`config.mk`:
```
export PLATFORM = sky130hd
export DESIGN_NAME = hilo_mul_sequencer
export DESIGN_NICKNAME = d
export VERILOG_FILES = /design/src/rtl/hilo_mul_sequencer.sv
export SDC_FILE = /design/constraint.sdc
export NUM_CORES = 1
export LEC_CHECK = 0
export ABC_CLOCK_PERIOD_IN_PS = 7100
export CAP_MARGIN = 15
export CORE_MARGIN = 2
export CORE_UTILIZATION = 50
export DETAILED_ROUTE_END_ITERATION = 10
export PLACE_DENSITY = 0.71
export REMOVE_ABC_BUFFERS = 1
export SLEW_MARGIN = 5
export SYNTH_ARGS = -nofsm -noshare
export SYNTH_HDL_FRONTEND = slang
export SYNTH_SLANG_ARGS = --single-unit
export TNS_END_PERCENT = 20
```
`constraint.sdc`:
```
create_clock -name clk -period 7.1 [get_ports clk]
set_input_delay 1.42 -clock clk [delete_from_list [all_inputs] [get_ports clk]]
set_output_delay 1.42 -clock clk [all_outputs]
set_load 0.01 [all_outputs]
```
`src/rtl/hilo_mul_sequencer.sv`:
```
// hilo_mul_sequencer: iterative shift-add MULTU/MADDU unit that owns the MIPS HI/LO pair
// and serves MFHI/MFLO reads.
// Latency: a multiply occupies ITER+1 busy cycles after the accept edge.
//          MFHI/MFLO data is registered and appears 1 cycle after accept.
// Backpressure: stall = issue_valid & busy. Any op presented while busy is held
//               and is accepted in the first idle cycle.
//
// Ports:
//   clk, rst            clock; synchronous active-high reset
//   issue_valid/op      HI/LO-class instruction: 00 MULTU, 01 MADDU, 10 MFHI, 11 MFLO
//   rs_val, rt_val      unsigned multiplicand / multiplier
//   stall, busy         hold request to issue; multiply in flight
//   rd_valid, rd_data   one-cycle read-result pulse and its data
//   hi, lo              architectural HI/LO
//
// Build option: define HILO_MUL_RADIX4_EN for a radix-4 datapath
// (2 multiplier bits per step, ITER = WIDTH/2). Radix-2 (ITER = WIDTH) is the default.

module hilo_mul_sequencer #(
  parameter int WIDTH = 32
) (
  input  logic             clk,
  input  logic             rst,
  input  logic             issue_valid,
  input  logic [1:0]       issue_op,
  input  logic [WIDTH-1:0] rs_val,
  input  logic [WIDTH-1:0] rt_val,
  output logic             stall,
  output logic             busy,
  output logic             rd_valid,
  output logic [WIDTH-1:0] rd_data,
  output logic [WIDTH-1:0] hi,
  output logic [WIDTH-1:0] lo
);

`ifdef HILO_MUL_RADIX4_EN
  localparam int ITER = WIDTH / 2;
  localparam int STEP = 2;
`else
  localparam int ITER = WIDTH;
  localparam int STEP = 1;
`endif
  localparam int PW = 2 * WIDTH;
  localparam int CW = $clog2(ITER + 1);
  localparam logic [CW-1:0] LAST = CW'(ITER - 1);

  typedef enum logic [1:0] {
    S_IDLE   = 2'd0,
    S_RUN    = 2'd1,
    S_COMMIT = 2'd2
  } state_t;

  state_t          state, state_nxt;
  logic [PW-1:0]   mcand;      // multiplicand, pre-shifted to the current bit position
  logic [PW-1:0]   prod;       // partial product
  logic [WIDTH-1:0] mplier;    // remaining multiplier bits, LSB consumed each step
  logic [CW-1:0]   cnt;
  logic            is_maddu;
  logic [PW-1:0]   addend;
  logic            accept;
  logic            mul_acc;
  logic            rd_acc;
`ifdef HILO_MUL_RADIX4_EN
  logic [PW-1:0]   mcand3;     // 3x multiplicand, formed once at accept
`endif

  assign accept  = issue_valid & ~busy;
  assign mul_acc = accept & ~issue_op[1];
  assign rd_acc  = accept &  issue_op[1];

  // State register
  always_ff @(posedge clk) begin
    if (rst) state <= S_IDLE;
    else     state <= state_nxt;
  end

  // Next-state logic
  always_comb begin
    state_nxt = state;
    case (state)
      S_IDLE:   if (mul_acc) state_nxt = S_RUN;
      S_RUN:    if (cnt == LAST) state_nxt = S_COMMIT;
      S_COMMIT: state_nxt = S_IDLE;
      default:  state_nxt = S_IDLE;
    endcase
  end

  // Outputs decoded from state
  always_comb begin
    busy  = (state != S_IDLE);
    stall = issue_valid & busy;
  end

  // Per-step addend selected by the low multiplier bit(s)
  always_comb begin
    addend = '0;
`ifdef HILO_MUL_RADIX4_EN
    case (mplier[1:0])
      2'b01:   addend = mcand;
      2'b10:   addend = mcand << 1;
      2'b11:   addend = mcand3;
      default: addend = '0;
    endcase
`else
    if (mplier[0]) addend = mcand;
`endif
  end

  // Datapath and architectural state. Shifting mcand by STEP each cycle is
  // equivalent to adding it at the counter position, without a barrel shifter.
  always_ff @(posedge clk) begin
    if (rst) begin
      mcand    <= '0;
      prod     <= '0;
      mplier   <= '0;
      cnt      <= '0;
      is_maddu <= 1'b0;
      hi       <= '0;
      lo       <= '0;
      rd_valid <= 1'b0;
      rd_data  <= '0;
`ifdef HILO_MUL_RADIX4_EN
      mcand3   <= '0;
`endif
    end else begin
      // Reads are only accepted in IDLE, so hi/lo are stable here.
      rd_valid <= rd_acc;
      if (rd_acc) rd_data <= issue_op[0] ? lo : hi;

      case (state)
        S_IDLE: begin
          if (mul_acc) begin
            mcand    <= {{WIDTH{1'b0}}, rs_val};
            mplier   <= rt_val;
            prod     <= '0;
            cnt      <= '0;
            is_maddu <= issue_op[0];
`ifdef HILO_MUL_RADIX4_EN
            mcand3   <= ({{WIDTH{1'b0}}, rs_val} << 1) + {{WIDTH{1'b0}}, rs_val};
`endif
          end
        end
        S_RUN: begin
          prod   <= prod + addend;
          mcand  <= mcand << STEP;
          mplier <= mplier >> STEP;
          cnt    <= cnt + CW'(1);
`ifdef HILO_MUL_RADIX4_EN
          mcand3 <= mcand3 << STEP;
`endif
        end
        S_COMMIT: begin
          // MADDU accumulates modulo 2^(2*WIDTH); carry out of HI is dropped.
          if (is_maddu) {hi, lo} <= {hi, lo} + prod;
          else          {hi, lo} <= prod;
        end
        default: ;
      endcase
    end
  end

endmodule

```
## Yosys cells after proc, flatten, opt, wreduce, memory -nomap -nowiden

Index checks and enable logic that the tools add are counted.

| storage, ports and cells | value |
|---|---|
| register bits | 266 |
| input bits | 69 |
| output and inout bits | 99 |
| logic and storage cells | 45 |

| operators by class | value |
|---|---|
| add/subtract/negate cells | 3 |
| equal/unequal tests | 5 |
| multiplexer cells | 15 |
| bitwise operators | 6 |
| reductions and logical operators | 6 |

Operators with widths:

| cell | count |
|---|---|
| one-hot mux 64 bit (2 select lines) | 2 |
| two-way mux 64 bit | 3 |
| adder 64 bit | 2 |
| two-way mux 32 bit | 4 |
| one-hot mux 32 bit (2 select lines) | 1 |
| one-hot mux 6 bit (2 select lines) | 1 |
| adder 6 x 1 -> 6 bit (second input constant) | 1 |
| == test 6 x 5 -> 1 bit (second input constant) | 1 |
| two-way mux 6 bit | 1 |
| AND reduction 2 bit | 3 |
| AND 1 bit | 4 |
| two-way mux 2 bit | 2 |
| != test 2 bit (second input constant) | 2 |
| one-hot mux 2 bit (2 select lines) | 1 |
| nonzero test 2 bit | 2 |
| == test 2 x 1 -> 1 bit (second input constant) | 1 |
| == test 2 bit (second input constant) | 1 |
| logical NOT 2 bit | 1 |
| NOT 1 bit | 2 |

## Depth between registers and ports, before layout

| logic depth | value |
|---|---|
| depth after elaboration | 6 |
| depth in mapped cells | 15 |
| mapped depth without buffers | 14 |

## Worst setup path after synthesis

OpenSTA, ideal clock, no wires.

| timing path | value |
|---|---|
| path type | register to register |
| from | register mplier[0] |
| to | register prod[60] |
| library setup time | 127 ps |
| arrival time | 3,181 ps |
| data required time | 6,973 ps |
| setup slack | 3,791 ps |
| cell stages (with the launch flop) | 16 |
| path buffers | 3 |
| period minus slack after synthesis | 3,309 ps |
| path through | dfxtp_1 clkbuf_1 clkbuf_1 and2_1 ha_1 clkbuf_1 a21o_1 a21o_1 a21o_1 a21o_1 a2111oi_0 o21ai_1 a31oi_1 o21ai_2 a221oi_1 o21ai_1 |

| between the ends | value |
|---|---|
| longest elaborated chain between the ends | 3 |

Ends and longest elaborated chain:

| item | RTL line | RTL |
|---|---|---|
| start, declared | 56 | `logic [WIDTH-1:0] mplier;` |
| start signal, assigned | 134 | `mplier <= rt_val;` |
| start signal, assigned | 146 | `mplier <= mplier >> STEP;` |
| two-way mux 64 bit | 105 | `if (mplier[0]) addend = mcand;` |
| adder 64 bit | 144 | `prod <= prod + addend;` |
| one-hot mux 64 bit (2 select lines) | 130 | `case (state)` |
| end signal, assigned | 144 |  |
| end, declared | 55 | `logic [PW-1:0] prod;` |

Every way passes these cells.
A chain may end at the register's enable or synchronous reset.

## Final worst setup path

| timing path | value |
|---|---|
| from | register mplier[0] |
| to | register prod[63] |

The elaborated chain is that of the path after synthesis.

==> impl_metrics.toml <==
[clock_network]
cts-root-buf = "clkbuf_16"
htreeDepth = 2
cts_resized = 0
post_cts_buffers = 0
clock-sinks = 266
cts_tree = "done"
clk_pin_slew_worst_paths_ns = 0.06
holdBufCountCts = 0
cts_buffers = 34
clock_path_buffers = 3
worstSkewPairLatency_ns = 0.54

[detailed_routing]
first_pass_iters = 6
vias_per_cell = 6.10
antenna_left = 0
num_vias = 17800
drc = 0
routed_wl_mm = 57.4
wl_per_cell_um = 19.6
first_iter_violations = 1290

[finish]
fin_nets = 2634
area_delta_synth_final_pct = 16.7
diodes = 0
drive_above_1_share = 0.0487

[place]
hpwl_mm = 42.6
place.gp.congestion = 0.950
portBuffers = 167

[critical_path]
crit_arrival_ns = 4.79
endpoint_kind = "flop"
critPathRequiredTime_ns = 7.57
endpoint = "prod[63]$_SDFFE_PP0P_"
ff2ff_path_depth = 14
r2r_slack_ns = 2.78
r2r_end = "prod[63]$_SDFFE_PP0P_"
crit_start = "mplier[0]$_SDFFE_PP0P_"
rr_startpoint = "mplier[0]$_SDFFE_PP0P_"
crit_type = "flop to flop"
cp-start-kind = "flop"
worstPathMaxFanout = 64

[global_route]
antenna_found_initial = 0
grt_overflow = 0
use_met2 = 0.458
grt_use_met3 = 0.0469
grt_max_degree = 77
globalRouteMet1Util = 0.416
grt_pass1_wl_mm = 91.1
grt_most_used_layer = "met2"
grt_use_total = 0.296
grt_pass1_vias = 16700

[timing]
slew_viol_final = 0
maxSlewHeadroom = 0.308
post-route-period-util = 0.608
whs_ns = 0.485
worstMarginPinSlew_ns = 1.03
hold_violations = 0
finClkSkew_ns = 0.0235
min_period_ns = 4.32
fmax_mhz = 232
setup_tns_ns = 0
rsz0062_at_grt = "false"
setup_viol = 0

[die]
core_sq_um = 35700
start_util = 0.509
boundaryPins = 168
die_area_sq_um = 37900
fp.dieH_um = 195
die_x_um = 195
rows = 69

[synth]
ys_async_sr_fraction = 0
synth_top_cells_by_count = "303 x nor2_1, 266 x dfxtp_1, 206 x a21oi_1"
yosysWarnings = 0
synth-main-ff-cell = "dfxtp_1"
syn-instance-count = 2364
avgSynthCellArea_sq_um = 7.68
syn-cell-area_sq_um = 18200
ys_types = 77
synth_edf_count = 0
synthMostInstantiatedCell = "nor2_1"
ys_seq_area_frac = 0.293
netlist.top_cell.by_area = "dfxtp_1"
synth_area_leaders = "dfxtp_1 29%, ha_1 8.7%, nor2_1 6.3%"
synth_top_area_share = 0.293
synth_seq_cells = 266

[pwr]
ir_drop_uv = 227
leakage_uw = 0.00863
pwr_density_cell_nw_per_um2 = 175

[min_path]
hold_path.class = "flop to flop"

[status]
status = "complete, no violations"

[flow_run]
maxCapViolCount = 0
-- cells by family (layout without fill, tap and decap cells) --
| kind of cell | after synthesis | in the layout | synth area share |
|---|---|---|---|
| buffers and inverters | 188 | 286 | 0.0392 |
| AOI/OAI and AO/OA | 797 | 797 | 0.283 |
| muxes | 63 | 63 | 0.0349 |
| adders and majority gates | 129 | 129 | 0.0897 |
| DFF | 266 | 266 | 0.293 |
| xor gates and xnor gates | 106 | 106 | 0.0511 |
| and+or+nand+nor | 815 | 815 | 0.209 |
-- worst min path at each step --
stage | startpoint | to | cells past startpoint
after floorplan | mcand[63]$_SDFFE_PP0P_ | mcand[63]$_SDFFE_PP0P_ | 1
after global placement | mcand[63]$_SDFFE_PP0P_ | mcand[63]$_SDFFE_PP0P_ | 1
after detailed placement | mcand[63]$_SDFFE_PP0P_ | mcand[63]$_SDFFE_PP0P_ | 1
after CTS | mcand[63]$_SDFFE_PP0P_ | mcand[63]$_SDFFE_PP0P_ | 1
after global routing | mplier[19]$_SDFFE_PP0P_ | mplier[19]$_SDFFE_PP0P_ | 2
final | mcand[63]$_SDFFE_PP0P_ | mcand[63]$_SDFFE_PP0P_ | 1
-- cell usage in the layout (no fill, tap or decap), types with 8 or more instances in the layout --
| master | n |
|---|---|
| nor3_1 | 104 |
| xnor2_1 | 49 |
| nand4_1 | 33 |
| a22o_1 | 47 |
| nand3_1 | 32 |
| mux2i_1 | 60 |
| xor2_1 | 57 |
| a211oi_1 | 75 |
| o21ai_1 | 9 |
| ha_1 | 127 |
| clkdlybuf4s50_1 | 165 |
| o21ai_0 | 199 |
| nor2_1 | 302 |
| buf_4 | 17 |
| nor4_1 | 8 |
| and2_1 | 67 |
| dfxtp_1 | 265 |
| a21oi_1 | 206 |
| clkbuf_16 | 35 |
| a31oi_1 | 22 |
| o211ai_1 | 16 |
| nand2_1 | 175 |
| a21o_1 | 88 |
| o21a_1 | 19 |
| and3_1 | 24 |
| o21bai_1 | 29 |
| o31ai_1 | 16 |
| nor2b_1 | 16 |
| inv_1 | 38 |
-- power breakdown --
group          switching (uW)  leakage, uW  internal [uW]
sequential               33.8      0.00216           1550
combinational             178      0.00590            125
clock                     705     0.000574           1110
-- per-stage QoR --
| stage | utilization | cells | setup slack (ns) | total power, uW | cell area, sq um |
|---|---|---|---|---|---|
| 6_report | 0.594 | 2923 | 2.78 | 3700 | 21200 |
| 5_1_grt | 0.594 | 2923 | 2.48 | 3820 | 21200 |
| 4_1_cts | 0.594 | 2922 | 2.88 | 3730 | 21200 |
| 3_5_place_dp | 0.561 | 2860 | 2.52 | 1910 | 20000 |
| 3_3_place_gp | 0.561 | 2860 | 2.59 | 1910 | 20000 |
| 2_1_floorplan | - | 2216 | 2.04 | 1770 | 17600 |
-- sequential cells by signal, indices dropped and copies added (netlist names) --
register,cells
cnt,6
hi,32
is_maddu,1
lo,32
mcand,64
mplier,32
prod,64
rd_data,32
rd_valid,1
state,2
-- final cells by class --
cell class / instances / area, sq um
multi-input cells: 1910 / 12200
clock inverters: 17 / 220
inverters: 40 / 150
repair buffers: 184 / 1800
flip-flops and latches: 266 / 5330
well taps: 461 / 577
fillers: 3290 / 14500
clock buffers: 45 / 963
-- routing by layer --
metal,vias to the layer above,share of wire
met5,-,0
met4,0,0.034
met3,99,0.069
met2,582,0.43
met1,8410,0.47
li1,8753,-
-- critical path, stage by stage (launching register included) --
cell and delay, ns:
dfxtp_1 0.33, buf_4 0.41, nand2_1 0.18, inv_1 0.09, ha_1 0.23, a211oi_1 0.32
o21bai_1 0.19, o221ai_1 0.31, a21oi_1 0.18, o31ai_1 0.68, a21oi_1 0.30, o211ai_1 0.32
a31oi_1 0.14, or4_1 0.47, nand3_1 0.09
Note: power is estimated with default switching activity, not from simulation.
